### src/rtl/dmem_arbiter.sv
// Shares the data-memory/peripheral bus between the CPU and a DMA requester.
// The CPU wins by default; a starved DMA takes a bounded forced burst that stalls the CPU.
`timescale 1ns/1ps
module dmem_arbiter #(
  parameter int unsigned MAX_WAIT  = 8,
  parameter int unsigned BURST_MAX = 4,
  parameter int unsigned CNT_W     = 16
) (
  input  logic             clk,
  input  logic             reset,
  input  logic             cpu_rd,
  input  logic             cpu_wr,
  input  logic [31:0]      cpu_addr,
  input  logic [31:0]      cpu_wdata,
  output logic [31:0]      cpu_rdata,
  output logic             cpu_stall,
  input  logic             dma_req,
  input  logic             dma_wr,
  input  logic             dma_last,
  input  logic [31:0]      dma_addr,
  input  logic [31:0]      dma_wdata,
  output logic             dma_gnt,
  output logic [31:0]      dma_rdata,
  output logic             dma_rvalid,
  output logic             mem_rd,
  output logic             mem_wr,
  output logic [31:0]      mem_addr,
  output logic [31:0]      mem_wdata,
  input  logic [31:0]      mem_rdata,
  output logic [CNT_W-1:0] stall_cnt,
  output logic             dbg_state
);

  localparam int unsigned WAIT_W = (MAX_WAIT > 0) ? $clog2(MAX_WAIT + 1) : 1;
  localparam int unsigned BEAT_W = (BURST_MAX > 1) ? $clog2(BURST_MAX) : 1;
  localparam logic [WAIT_W-1:0] WAIT_MAX  = WAIT_W'(MAX_WAIT);
  localparam logic [BEAT_W-1:0] BEAT_LAST = BEAT_W'(BURST_MAX - 1);
  localparam bit CAN_FORCE = (BURST_MAX > 1);

  typedef enum logic {NORMAL = 1'b0, FORCE = 1'b1} state_t;

  state_t            state_q, state_d;
  logic [WAIT_W-1:0] wait_cnt_q, wait_cnt_d;
  logic [BEAT_W-1:0] beat_cnt_q, beat_cnt_d;
  logic [CNT_W-1:0]  stall_cnt_q;
  logic [31:0]       dma_rdata_q;
  logic              dma_rvalid_q;
  logic              cpu_acc, forced, cpu_own;

  // DMA handshake: dma_req is held with stable beat fields until dma_gnt; a beat
  // transfers in the cycle where dma_req and dma_gnt are both high.
  assign cpu_acc   = cpu_rd | cpu_wr;
  assign forced    = (state_q == FORCE) | (dma_req & (wait_cnt_q == WAIT_MAX));
  assign dma_gnt   = dma_req & (forced | ~cpu_acc);
  assign cpu_stall = dma_gnt & cpu_acc;
  assign cpu_own   = ~dma_gnt & cpu_acc;
  assign cpu_rdata = cpu_own ? mem_rdata : 32'h0;

  always_comb begin
    mem_rd    = 1'b0;
    mem_wr    = 1'b0;
    mem_addr  = 32'h0;
    mem_wdata = 32'h0;
    if (dma_gnt) begin
      mem_rd    = ~dma_wr;
      mem_wr    = dma_wr;
      mem_addr  = dma_addr;
      mem_wdata = dma_wdata;
    end else if (cpu_acc) begin
      mem_rd    = cpu_rd;
      mem_wr    = cpu_wr;
      mem_addr  = cpu_addr;
      mem_wdata = cpu_wdata;
    end
  end

  always_comb begin
    state_d    = state_q;
    wait_cnt_d = wait_cnt_q;
    beat_cnt_d = beat_cnt_q;
    case (state_q)
      NORMAL: begin
        if (dma_gnt) begin
          wait_cnt_d = '0;
          if ((wait_cnt_q == WAIT_MAX) && !dma_last && CAN_FORCE) begin
            state_d    = FORCE;
            beat_cnt_d = BEAT_W'(1);
          end
        end else if (dma_req) begin
          if (wait_cnt_q != WAIT_MAX) wait_cnt_d = wait_cnt_q + WAIT_W'(1);
        end else begin
          wait_cnt_d = '0;
        end
      end
      FORCE: begin
        // Every requested cycle in FORCE is granted, so only the exit terms matter.
        if (!dma_req || dma_last || (beat_cnt_q == BEAT_LAST)) begin
          state_d    = NORMAL;
          beat_cnt_d = '0;
          wait_cnt_d = '0;
        end else begin
          beat_cnt_d = beat_cnt_q + BEAT_W'(1);
        end
      end
      default: state_d = NORMAL;
    endcase
  end

  always_ff @(posedge clk or negedge reset) begin
    if (!reset) begin
      state_q      <= NORMAL;
      wait_cnt_q   <= '0;
      beat_cnt_q   <= '0;
      stall_cnt_q  <= '0;
      dma_rdata_q  <= 32'h0;
      dma_rvalid_q <= 1'b0;
    end else begin
      state_q      <= state_d;
      wait_cnt_q   <= wait_cnt_d;
      beat_cnt_q   <= beat_cnt_d;
      dma_rvalid_q <= dma_gnt & ~dma_wr;
      if (dma_gnt && !dma_wr) dma_rdata_q <= mem_rdata;
      if (cpu_stall && (stall_cnt_q != '1)) stall_cnt_q <= stall_cnt_q + CNT_W'(1);
    end
  end

  assign stall_cnt  = stall_cnt_q;
  assign dma_rdata  = dma_rdata_q;
  assign dma_rvalid = dma_rvalid_q;
  assign dbg_state  = state_q;

endmodule

### config.mk
export PLATFORM = sky130hd
export DESIGN_NAME = dmem_arbiter
export DESIGN_NICKNAME = d
export VERILOG_FILES = /design/src/rtl/dmem_arbiter.sv
export SDC_FILE = /design/constraint.sdc
export NUM_CORES = 1
export LEC_CHECK = 0
export CAP_MARGIN = 10
export CELL_PAD_IN_SITES_DETAIL_PLACEMENT = 0
export CELL_PAD_IN_SITES_GLOBAL_PLACEMENT = 1
export CORE_ASPECT_RATIO = 0.7
export CORE_MARGIN = 4
export CORE_UTILIZATION = 19
export DETAILED_ROUTE_END_ITERATION = 12
export PLACE_DENSITY = 0.89
export RECOVER_POWER = 25
export SETUP_SLACK_MARGIN = 0.1
export SLEW_MARGIN = 20
export SYNTH_ARGS = -nofsm -noshare
export SYNTH_HDL_FRONTEND = slang
export SYNTH_SLANG_ARGS = --single-unit
### constraint.sdc
create_clock -name clk -period 1.9 [get_ports clk]
set_input_delay 0.19 -clock clk [delete_from_list [all_inputs] [get_ports clk]]
set_output_delay 0.19 -clock clk [all_outputs]
set_load 0.01 [all_outputs]
# After elaboration in Yosys (flattened, before gate mapping)
# Index checks and enable logic that the tools add are counted.
# word_totals
ff_bits	56
word_cells	61
# op_classes
addsub	3
eq_ne	8
muxes	22
bitwise_logic	12
n_reduce_logical	10
# op_table
cell	count
$mux W32	5
$add A16 B1 Y16 const B	1
$mux W4	4
$ne A16 B16 Y1 const B	1
$ne A4 B4 Y1 const B	2
$pmux W4 S2	1
$mux W1	7
$mux W2	3
$and A1 B1 Y1	5
$add A4 B1 Y4 const B	1
$eq A4 B4 Y1 const B	1
$ne A2 B2 Y1 const B	2
$not A1 Y1	4
$pmux W2 S2	1
$reduce_and A2 Y1	2
$logic_and A1 B1 Y1	3
$logic_not A1 Y1	3
$or A1 B1 Y1	3
$add A2 B1 Y2 const B	1
$eq A2 B2 Y1 const B	1
$logic_or A1 B1 Y1	2
$ne A2 B1 Y1 const B	1
$pmux W1 S2	1

# Longest topological paths before layout
# Gate-level depths: netlist of run 1.
# logic_depth
depth_word	8
depth_mapped	12
mapped_depth_nobuf	9

# Worst setup path before layout of run 1
# OpenSTA, ideal clock, no wires.
# synth_timing
path_type	reg-to-reg
start	register wait_cnt_q[0]
end	register dma_rdata_q[13] (netlist: dma_rdata[13])
arrival_time_ns	1.918
required_time_ns	1.775
path_slack_ns	-0.142
path_stages_with_launch	12
period_less_slack_ns	2.042
cell_sequence	dfrtp_1 -> inv_1 -> ha_1 -> and3b_2 -> nor3_2 -> nand2b_1 -> buf_4 -> inv_2 -> nand2b_1 -> buf_6 -> buf_6 -> mux2_2
# synth_via
elab_chain_len	6
# synth_lines
element	line_no	text
start, declared	43	logic [WAIT_W-1:0] wait_cnt_q, wait_cnt_d;
start signal, assigned	119	wait_cnt_q <= wait_cnt_d;
$eq A4 B4 Y1	53	assign forced = (state_q == FORCE) | (dma_req & (wait_cnt_q == WAIT_MAX));
$and A1 B1 Y1	53	
$or A1 B1 Y1	53	
$or A1 B1 Y1	54	assign dma_gnt = dma_req & (forced | ~cpu_acc);
$and A1 B1 Y1	54	
$logic_and A1 B1 Y1	122	if (dma_gnt && !dma_wr) dma_rdata_q <= mem_rdata;
end signal, assigned	122	
end, declared	46	logic [31:0] dma_rdata_q;
# No other way between the ends.
# A chain may end at the register's enable or synchronous reset.

# Worst setup path in the final report of run 1
# layout_timing
start	register wait_cnt_q[0]
end	output port mem_addr[20]
# layout_via
elab_chain_len	6
# layout_lines
element	line_no	text
$eq A4 B4 Y1	53	
$and A1 B1 Y1	53	
$or A1 B1 Y1	53	
$or A1 B1 Y1	54	
$and A1 B1 Y1	54	
$mux W32	64	if (dma_gnt) begin
end, declared	27	output logic [31:0] mem_addr,
# No other way between the ends.

==> impl_metrics.csv, run 1 <==
group,metric,value,unit
worst_setup_path,critical_path.max_stage_delay,0.37,ns
timing,layout_min_cycle_time,2.45,ns
detailed_routing,detail_route.wirelength,17500,µm
global_routing,grt_pass1_wl,23900,µm
worst_setup_path,crit_path_cell_trace,"inv_2, ha_4, and3b_2, nor3_4, nand2b_4, buf_6, buf_12, buf_12, buf_16, buf_6, nand3_2, nand2_1, buf_2",
worst_setup_path,arrival,2.26,ns
timing,maxSlewHeadroom,20.7,%
worst_setup_path,worst-endpoint-required,1.71,ns
cts,numClockSinks,56,
power_and_ir_drop,p_leak,4.03,nW
detailed_routing,route.detailed.drc,0,
synth,ys.flop_type,"dfrtp_1",
outcome,run_status,"finished, violations left",
synth,ys_seq_area_share,39.7,%
cts,clkLatencyLatePin,0.30,ns
global_routing,antenna_found_initial,0,
floorplanning,dieWidth,171,µm
global_routing,globalRoute.totalOverflow,0,
detailed_routing,wire_per_inst,16.6,µm
timing,final_worst_path_period_share,129,%
synth,yosys.cell_count.top_type,"nand2_1",
timing,fin_ws,-0.553,ns
cts,cts_tree,"built",
detailed_routing,pre_repair_dr_iteration_count,4,
power_and_ir_drop,vdd.ir_drop.worst,0.000301,V
synth,synthDominantAreaCellType,"dfrtp_1",
power_and_ir_drop,share_comb_of_total_power,43.3,%
timing,worst-slew-pin-transition,1.19,ns
timing,finClkSkew,0.00707,ns
worst_setup_path,kind_of_end_point_of_the_critical_path,"output port",
synth,post_synth_main_area_contributors,"dfrtp_1 40%, nand2_1 15%, nand3_1 10%",
cts,cts_max_level,2,
worst_hold_path,worstHoldPathType,"reg -> reg",
detailed_routing,drtIter0Drc,180,
synth,avgSynthCellArea,8.23,µm²
synth,synth_seq_cells,56,
final_layout,n_antenna_cell,0,
floorplanning,die_area,20900,µm²
placement,numPlacedInstances,996,
worst_setup_path,critPathSlowestCell,"dfrtp_1",
worst_setup_path,timing.critical_path.fanout_max,6,
floorplanning,floorplan.initialDensity,19.5,%
placement,post-place-ws,-0.451,ns
timing,finalHoldViolCount,0,
floorplanning,fp.coreArea,18100,µm²
synth,synthesis.yosys.warnings,0,
detailed_routing,antenna_violating_nets_post_route,0,
power_and_ir_drop,p_int,3.03,mW
power_and_ir_drop,seqPwrFrac,33.7,%
global_routing,grt_pass1_vias,4372,
cts,clkSlewWorstSetupHoldPaths,0.08,ns
cts,clock_tree_buffer_depth,2,
worst_setup_path,setup.worst_path.class,"reg -> out",
global_routing,gr-usage-all-layers,14.3,%
detailed_routing,num_vias,4553,
final_layout,final_layout_size_suffix_gt1_share,38.2,%
final_layout,layoutNonFillerInstCount,1050,
placement,dp.final_hpwl,12800,µm
final_layout,flow.area_growth_from_synthesis,132,%
final_layout,fin_nets,984,
timing,fmaxAchievable,408,MHz
synth,synth.top_cell.area_share,39.7,%
placement,gp_congestion,0.735,
floorplanning,design.portCount,317,
power_and_ir_drop,power_density,524,nW/µm²
worst_setup_path,critical_path.startpoint_type,"flip-flop",
cts,library_cell_used_as_clock_root_buffer,"clkbuf_16",
synth,synth.cells.most_frequent,"138 x nand2_1, 72 x nand3_1, 56 x dfrtp_1, 32 x and3_1, 29 x mux2_2",
detailed_routing,viasPerCell,4.34,
synth,synth-edff-count,0,
outcome,violations,"setup timing",
power_and_ir_drop,power_switching_share,29.5,%
floorplanning,floorplan.rows,41,
timing,finalSetupViolations,148,
cts,cts_bufs_inserted,5,
global_routing,grt_start_max_net_pins,47,
timing,timing.final.max_slew_violations,0,
synth,synth_cells,429,
job,max-cap-violations,0,
synth,synth_cell_type_count,39,
synth,synthArstFlopShare,100,%
synth,syn-cell-area,3530,µm²
placement,count_of_buffers_from_port_buffering,316,
timing,setup_repair_after_global_routing_missed_its_margin,"yes",
power_and_ir_drop,clock_power_share,23.1,%
synth,synth.net_count,600,
floorplanning,die_height,122,µm
power_and_ir_drop,netSwitchingPower,1.27,mW
==> metrics by stage <==
step	cell area [µm²]	hold slack [ns]	setup TNS (ns)	util, %	power (mW)
finish	8200	0.499	-51.00	45.3	4.30
global route	8200	0.514	-68.70	45.3	4.54
CTS	7670	0.393	-57.68	42.3	4.29
detailed placement	7380	0.196	-53.46	40.8	3.27
global placement	7380	0.189	-47.56	40.8	3.26
floorplan	3690	-0.106	-1.30	-	2.09
==> power groups by stage <==
stage                     registers, mW  clock network [mW]  logic (mW)
after floorplan                    1.53                   0       0.559
after global placement             1.46                   0        1.80
after detailed placement           1.47                   0        1.80
after CTS                          1.45                1.04        1.80
after global routing               1.47                1.09        1.98
final                              1.45               0.992        1.86
==> path summary, 6_finish.rpt <==
path	startpoint	to	slack, ns	cells after the start
setup / recovery	wait_cnt_q[0]$_DFFE_PN0P_	mem_addr[20]	-0.55	13
hold reg to reg	stall_cnt[6]$_DFFE_PN0P_	stall_cnt[6]$_DFFE_PN0P_	0.50	1
setup reg to reg	wait_cnt_q[0]$_DFFE_PN0P_	stall_cnt[15]$_DFFE_PN0P_	-0.40	12
hold / removal	stall_cnt[6]$_DFFE_PN0P_	stall_cnt[6]$_DFFE_PN0P_	0.50	1
min in group asynchronous	reset	dma_rdata[20]$_DFFE_PN0P_	0.66	3
max in group asynchronous	reset	dma_rvalid$_DFF_PN0_	0.42	3
==> worst max-delay path, delay by kind of cell (launching register included) <==
family                   cells  cell delay, ns
buffers and inverters        7            0.70
adder cells (fa/ha/maj)      1            0.14
AND/OR/NAND/NOR              5            0.74
flip-flops                   1            0.37
==> area by class of cell <==
| type | count | area (µm²) |
|---|---|---|
| timing repair buffer | 409 | 3920 |
| clock buffer | 5 | 125 |
| sequential | 56 | 1400 |
| clock inverter | 3 | 28.8 |
| tap | 236 | 295 |
| multi-input combinational | 333 | 2390 |
| inverter | 8 | 37.5 |
| fill | 1763 | 9910 |
==> kinds of logic after synthesis <==
kind of cell / share of synthesized area (%)
fa+ha+maj: 1.42
simple gates: 35.3
xor+xnor: 3.97
mux: 11.0
flops: 39.7
buf+inv: 5.67
compound gates: 2.98
==> sequential cells by signal, summed over array words and instances, names as in the netlist <==
| name | cells |
|---|---|
| stall_cnt | 16 |
| wait_cnt_q | 4 |
| beat_cnt_q | 2 |
| dma_rvalid | 1 |
| dbg_state | 1 |
| dma_rdata | 32 |
==> placed cells by master (no fill, tap or decap), types with 7 or more instances in the layout <==
| cell type | netlist | routed |
|---|---|---|
| buf_8 | 0 | 7 |
| nand3_2 | 0 | 28 |
| buf_4 | 1 | 44 |
| mux2_4 | 4 | 29 |
| clkdlybuf4s50_1 | 0 | 215 |
| nand3_1 | 72 | 42 |
| dfrtp_1 | 56 | 56 |
| clkbuf_16 | 0 | 9 |
| clkbuf_2 | 0 | 7 |
| nand2_2 | 0 | 10 |
| and3_1 | 32 | 17 |
| buf_2 | 10 | 66 |
| buf_12 | 0 | 9 |
| and3_4 | 0 | 15 |
| buf_6 | 4 | 49 |
| xnor2_1 | 11 | 10 |
| nand2_1 | 138 | 128 |
==> per-layer routing <==
metal	up-vias	part of all wire, %	GRT usage, %	wire length [µm]
met5	-	0	0	0
met4	0	0.79	2.47	138
met3	10	8.5	4.02	1480
met2	161	49	24.3	8580
met1	2159	42	18.4	7270
li1	2223	-	-	-
==> what timing repair did <==
item | in CTS | in global routing
gates resized for setup | 213 | 274
gates cloned | 4 | 5
pin swaps | 16 | 63
endpoints found under the hold margin | 56 | 0
endpoints found under the setup margin | 148 | 148
hold buffers | 1 | 0
setup buffers | 11 | 25
No activity file was read; power rests on OpenSTA's default activity.
==> run 2: changes to the inputs <==
- RECOVER_POWER: 25 -> 100
==> run 2 against run 1 <==
Against the previous run: the run still ends with setup timing left; flip-flop and latch count stayed put; worst hold slack got worse by 0.0049 ns; clock power is essentially flat; sequential power barely moved; global-route usage did not move; setup slack got worse by 0.0029 ns; first-iteration DRC count grew 12%; maximum frequency decreased by 0.12%; cell area did not move; via count up 0.15%; die area stayed put; largest cell class unchanged; highest routed layer unchanged.
==> impl_metrics.csv, run 2 (synthesis results as in run 1) <==
group,metric,value,unit
placement,gp_congestion,0.735,
cts,clock_tree_buffer_depth,2,
detailed_routing,antenna_violating_nets_post_route,0,
timing,final_worst_path_period_share,129,%
worst_setup_path,critical_path.max_stage_delay,0.37,ns
global_routing,globalRoute.totalOverflow,0,
final_layout,area_used_by_sequential_logic_in_the_layout,1400,µm²
outcome,run_status,"finished, violations left",
global_routing,grt_start_max_net_pins,47,
global_routing,gr-usage-all-layers,14.3,%
worst_setup_path,ff2ff_path_depth,12,
floorplanning,design.portCount,317,
timing,timing.final.max_slew_violations,0,
timing,finalHoldViolCount,0,
power_and_ir_drop,clock_power_share,23.4,%
final_layout,fillCellCount,1763,
floorplanning,die_height,122,µm
worst_setup_path,reg2reg_to,"stall_cnt[15]$_DFFE_PN0P_",
power_and_ir_drop,vdd.ir_drop.worst,0.000300,V
worst_hold_path,min-delay-start,"stall_cnt[6]$_DFFE_PN0P_",
job,max-cap-violations,0,
worst_setup_path,critical_path.top_delay_family,"simple AND/OR/NAND/NOR gates",
detailed_routing,pre_repair_dr_iteration_count,4,
cts,library_cell_used_as_clock_root_buffer,"clkbuf_16",
floorplanning,fp.coreArea,18100,µm²
global_routing,antenna_found_initial,0,
power_and_ir_drop,power_switching_share,29.8,%
cts,cts_tree,"built",
worst_hold_path,min_to,"stall_cnt[6]$_DFFE_PN0P_",
timing,finalSetupViolations,148,
detailed_routing,drtIter0Drc,201,
detailed_routing,detail_route.wirelength,17500,µm
cts,cts_max_level,2,
power_and_ir_drop,share_comb_of_total_power,42.6,%
timing,maxSlewHeadroom,20.7,%
power_and_ir_drop,p_int,2.98,mW
cts,clkSlewWorstSetupHoldPaths,0.08,ns
floorplanning,floorplan.rows,41,
timing,setup_repair_after_global_routing_missed_its_margin,"yes",
detailed_routing,viasPerCell,4.34,
placement,count_of_buffers_from_port_buffering,316,
cts,clkLatencyLatePin,0.30,ns
final_layout,mostFrequentLayoutCell,"clkdlybuf4s50_1",
worst_setup_path,critical_path.n_buffers_inverters,7,
worst_setup_path,r2r_slack,-0.41,ns
final_layout,n_antenna_cell,0,
final_layout,fin_nets,984,
final_layout,layout_common_cells,"183 x clkdlybuf4s50_1, 128 x nand2_1, 66 x buf_2",
worst_setup_path,timing.critical_path.fanout_max,6,
detailed_routing,wire_per_inst,16.6,µm
final_layout,flow.area_growth_from_synthesis,132,%
worst_setup_path,worst_r2r_startpoint,"wait_cnt_q[0]$_DFFE_PN0P_",
cts,numClockSinks,56,
worst_setup_path,setup.worst_path.class,"reg -> out",
detailed_routing,num_vias,4560,
timing,fin_ws,-0.556,ns
worst_setup_path,arrival,2.27,ns
final_layout,multi_input_area,2390,µm²
worst_setup_path,critPathSlowestCell,"dfrtp_1",
power_and_ir_drop,seqPwrFrac,34.0,%
outcome,violations,"setup timing",
timing,setup_tns,-51.01,ns
worst_setup_path,kind_of_end_point_of_the_critical_path,"output port",
worst_hold_path,worstHoldPathType,"reg -> reg",
detailed_routing,route.detailed.drc,0,
timing,fmaxAchievable,407,MHz
floorplanning,floorplan.initialDensity,19.5,%
global_routing,grt_pass1_wl,23900,µm
worst_setup_path,critical_path.startpoint_type,"flip-flop",
placement,dp.final_hpwl,12800,µm
power_and_ir_drop,p_leak,4.05,nW
timing,worst-slew-pin-transition,1.19,ns
worst_hold_path,hold_path_depth,1,
final_layout,post-route-util,45.3,%
timing,finClkSkew,0.00729,ns
final_layout,largest_register_ffs,32,
timing,layout_min_cycle_time,2.46,ns
power_and_ir_drop,power_density,517,nW/µm²
worst_setup_path,crit_path_cell_trace,"inv_2, ha_4, and3b_2, nor3_4, nand2b_4, buf_6, buf_12, buf_12, buf_16, buf_6, nand3_2, nand2_1, buf_2",
floorplanning,dieWidth,171,µm
global_routing,grt_pass1_vias,4372,
cts,cts_bufs_inserted,5,
floorplanning,die_area,20900,µm²
power_and_ir_drop,netSwitchingPower,1.26,mW
final_layout,final_layout_size_suffix_gt1_share,38.2,%
worst_setup_path,worst-endpoint-required,1.71,ns
[run 2: worst max path at each step]
stage | start | end | slack, ns | depth (start not counted)
after detailed placement | cpu_wr | cpu_rdata[5] | -0.45 | 7
after global placement | cpu_wr | mem_addr[0] | -0.41 | 8
after CTS | wait_cnt_q[1]$_DFFE_PN0P_ | mem_wdata[0] | -0.65 | 9
after global routing | wait_cnt_q[1]$_DFFE_PN0P_ | mem_addr[20] | -0.69 | 13
after floorplan | wait_cnt_q[0]$_DFFE_PN0P_ | dma_rdata[10]$_DFFE_PN0P_ | -0.05 | 11
final | wait_cnt_q[0]$_DFFE_PN0P_ | mem_addr[20] | -0.56 | 13
[run 2: layout make-up]
type / instances / share of cell area, %
sequential: 56 / 17.1
timing repair buffer: 409 / 47.8
tap: 236 / 3.60
multi-input combinational: 333 / 29.1
clock buffer: 5 / 1.53
clock inverter: 3 / 0.351
inverter: 8 / 0.458
[run 2: per-stage QoR]
step	worst slack [ns]	power [mW]	hold slack (ns)	cells	instance area (µm²)
4_1_cts	-0.654	4.29	0.393	1020	7670
3_5_place_dp	-0.451	3.27	0.196	996	7380
3_3_place_gp	-0.408	3.26	0.189	996	7380
6_report	-0.556	4.24	0.494	1050	8200
2_1_floorplan	-0.0471	2.09	-0.106	429	3690
5_1_grt	-0.692	4.48	0.511	1050	8200
[run 2: power by group through the flow]
stage | Sequential, mW | Clock, mW | Combinational [mW]
floorplan | 1.53 | 0 | 0.559
global placement | 1.46 | 0 | 1.80
detailed placement | 1.47 | 0 | 1.80
CTS | 1.45 | 1.04 | 1.80
global route | 1.47 | 1.09 | 1.92
finish | 1.44 | 0.992 | 1.80
[run 2: layer usage]
metal	GRT usage [%]	routed length (µm)	vias to the layer above
li1	-	-	2228
met1	18.4	7280	2161
met2	24.3	8590	163
met3	4.02	1480	8
met4	2.47	112	0
met5	0	0	-
[run 2: repair_timing]
| action | in CTS | in global routing |
|---|---|---|
| endpoints found under the setup margin | 148 | 148 |
| gates resized for setup | 213 | 274 |
| buffers inserted | 11 | 25 |
| hold endpoints to repair | 56 | 0 |
| hold buffers | 1 | 0 |
| cloned | 4 | 5 |
| pin swaps | 16 | 63 |
==> run 3: changes to the inputs <==
- MAX_ROUTING_LAYER: not set -> met4
- SLEW_MARGIN: 20 -> 15
- clock period: 1.9 -> 2.1 ns (I/O delays scaled with it)
==> run 3 against run 2 <==
Against the previous run: critical endpoint is now mem_wdata[16]; worst hold slack gained 0.0077 ns; clock skew grew 0.00054 ns; largest cell class unchanged; sequential power shrank 10%; die area is the same; the run still ends with setup timing left; non-clock buffer count shrank 12.
==> impl_metrics.csv, run 3 (synthesis results as in run 1) <==
group,metric,value,unit
outcome,run_status,"finished, violations left",
outcome,violations,"setup timing",
final_layout,flow.area_growth_from_synthesis,134,%
detailed_routing,drtIter0Drc,184,
global_routing,globalRoute.busiestLayer,"met2",
global_routing,met3_usage,3.21,%
cts,numClockSinks,56,
floorplanning,fp.coreArea,18100,µm²
worst_setup_path,critical_path.n_buffers_inverters,5,
worst_setup_path,ff2ff_path_depth,11,
floorplanning,dieWidth,171,µm
worst_setup_path,r2r_slack,-0.25,ns
placement,numPlacedInstances,981,
timing,finClkSkew,0.00783,ns
cts,library_cell_used_as_clock_root_buffer,"clkbuf_16",
final_layout,final_layout_size_suffix_gt1_share,38.5,%
cts,clock_tree_buffer_depth,2,
final_layout,largest_register_ffs,32,
timing,maxSlewHeadroom,7.56,%
worst_setup_path,arrival,2.28,ns
worst_setup_path,critPathLaunch,"wait_cnt_q[1]$_DFFE_PN0P_",
cts,cts_max_level,2,
final_layout,layoutNonFillerInstCount,1039,
detailed_routing,antenna_violating_nets_post_route,0,
global_routing,antenna_found_initial,1,
placement,dp.final_hpwl,12600,µm
worst_setup_path,critical_path.max_stage_delay,0.37,ns
worst_setup_path,critical_path.top_delay_family,"simple AND/OR/NAND/NOR gates",
detailed_routing,wire_per_inst,18.1,µm
timing,timing.final.max_slew_violations,0,
placement,gp_congestion,0.784,
floorplanning,design.portCount,317,
global_routing,use_met2,24.2,%
timing,layout_min_cycle_time,2.49,ns
detailed_routing,pre_repair_dr_iteration_count,6,
timing,setup_repair_after_global_routing_missed_its_margin,"yes",
final_layout,fin_nets,972,
global_routing,globalRoute.totalOverflow,0,
global_routing,global_route.usage.met1,17.3,%
detailed_routing,detail_route.wirelength,18800,µm
global_routing,grt_start_max_net_pins,48,
job,max-cap-violations,0,
floorplanning,die_height,122,µm
final_layout,layout_common_cells,"181 x clkdlybuf4s50_1, 114 x nand2_1, 56 x dfrtp_1",
worst_setup_path,worst-endpoint-required,1.89,ns
power_and_ir_drop,totalPowerFinal,3.83,mW
worst_setup_path,critPathSlowestCell,"dfrtp_1",
floorplanning,die_area,20900,µm²
cts,clkSlewWorstSetupHoldPaths,0.08,ns
power_and_ir_drop,p_leak,4.00,nW
detailed_routing,num_vias,4571,
worst_setup_path,worst_r2r_startpoint,"wait_cnt_q[1]$_DFFE_PN0P_",
worst_setup_path,kind_of_end_point_of_the_critical_path,"output port",
cts,cts_bufs_inserted,5,
worst_setup_path,crit_path_cell_trace,"inv_2, ha_2, and3b_2, nor3_4, nand2b_4, buf_12, buf_6, clkbuf_16, nand3_1, nand2_1, buf_2",
floorplanning,floorplan.initialDensity,19.5,%
timing,fmaxAchievable,402,MHz
power_and_ir_drop,vdd.ir_drop.worst,0.000305,V
global_routing,grt_pass1_wl,23100,µm
power_and_ir_drop,power_density,463,nW/µm²
global_routing,grt_pass1_vias,4268,
worst_setup_path,reg2reg_to,"dma_rdata[3]$_DFFE_PN0P_",
floorplanning,floorplan.rows,41,
worst_setup_path,critical_path.startpoint_type,"flip-flop",
worst_setup_path,setup.worst_path.class,"reg -> out",
timing,fin_ws,-0.388,ns
cts,cts_tree,"built",
global_routing,gr-usage-all-layers,14.1,%
timing,setup_tns,-37.11,ns
detailed_routing,viasPerCell,4.40,
worst_hold_path,worstHoldPathType,"reg -> reg",
worst_setup_path,timing.critical_path.depth,11,
timing,finalHoldViolCount,0,
cts,clkLatencyLatePin,0.30,ns
timing,worst-slew-pin-transition,1.39,ns
placement,count_of_buffers_from_port_buffering,316,
timing,hold_slack,0.501,ns
detailed_routing,route.detailed.drc,0,
worst_setup_path,endpoint,"mem_wdata[16]",
timing,final_worst_path_period_share,118,%
worst_setup_path,timing.critical_path.fanout_max,6,
final_layout,mostFrequentLayoutCell,"clkdlybuf4s50_1",
timing,finalSetupViolations,147,
[run 3: cell types whose count changed in the layout (fill, tap and decap cells not counted), sizes merged, moves of 2 or more]
cell | before | now
clkinvlp | 0 | 2
buf | 179 | 160
clkdlybuf4s50 | 183 | 181
clkbuf | 18 | 26
inv | 11 | 9
dlygate4sd3 | 33 | 35
[run 3: routing by layer]
metal / part of all wire, % / wire (µm)
met3: 6.9 / 1290
met5: 0 / 0
met2: 50 / 9420
met1: 42 / 7920
met4: 0.90 / 170
[run 3: metrics by stage]
step           instance area (µm²)  utilization, %  worst slack (ns)
3_5_place_dp                  7150            39.5            -0.319
2_1_floorplan                 3530               -             0.107
4_1_cts                       7360            40.6            -0.511
5_1_grt                       8280            45.7            -0.495
3_3_place_gp                  7150            39.5            -0.279
6_report                      8280            45.7            -0.388
[run 3: worst reg2reg max path, delay by kind of cell (launching register included)]
family        cells  cell delay, ns
simple gates      4            0.81
buf+inv           5            0.56
flops             1            0.37
mux               1            0.33
fa+ha+maj         1            0.16
[run 3: worst min-delay path by stage]
stage                              from                   endpoint  slack [ns]  cells past startpoint
6_report       dma_rdata[3]$_DFFE_PN0P_   dma_rdata[3]$_DFFE_PN0P_        0.50                      1
5_1_grt        dma_rdata[9]$_DFFE_PN0P_   dma_rdata[9]$_DFFE_PN0P_        0.51                      1
4_1_cts                           reset   stall_cnt[4]$_DFFE_PN0P_        0.47                      2
3_5_place_dp                      reset   stall_cnt[4]$_DFFE_PN0P_        0.27                      1
3_3_place_gp                      reset   stall_cnt[5]$_DFFE_PN0P_        0.26                      1
2_1_floorplan                     reset  beat_cnt_q[0]$_DFFE_PN0P_       -0.09                      0
[run 3: layout make-up]
class	instances	area, µm²
antenna	1	2.50
clock buffer	5	125
clock inverter	3	26.3
fill	1712	9830
inverter	8	46.3
multi-input combinational	333	2350
sequential	56	1400
tap	236	295
timing repair buffer	397	4030
[run 3: power by group]
part           total (mW)  internal (mW)  switching (mW)
Clock               0.876          0.452           0.424
Sequential           1.29           1.22          0.0716
Combinational        1.66           1.02           0.646
Total                3.83           2.69            1.14
[run 3: repair_timing]
action	CTS	global route
endpoints found under the hold margin	22	0
endpoints found under the setup margin	135	148
gates cloned	1	19
hold buffers	1	0
gates resized for setup	171	364
buffers inserted	8	23
pin swaps	0	64
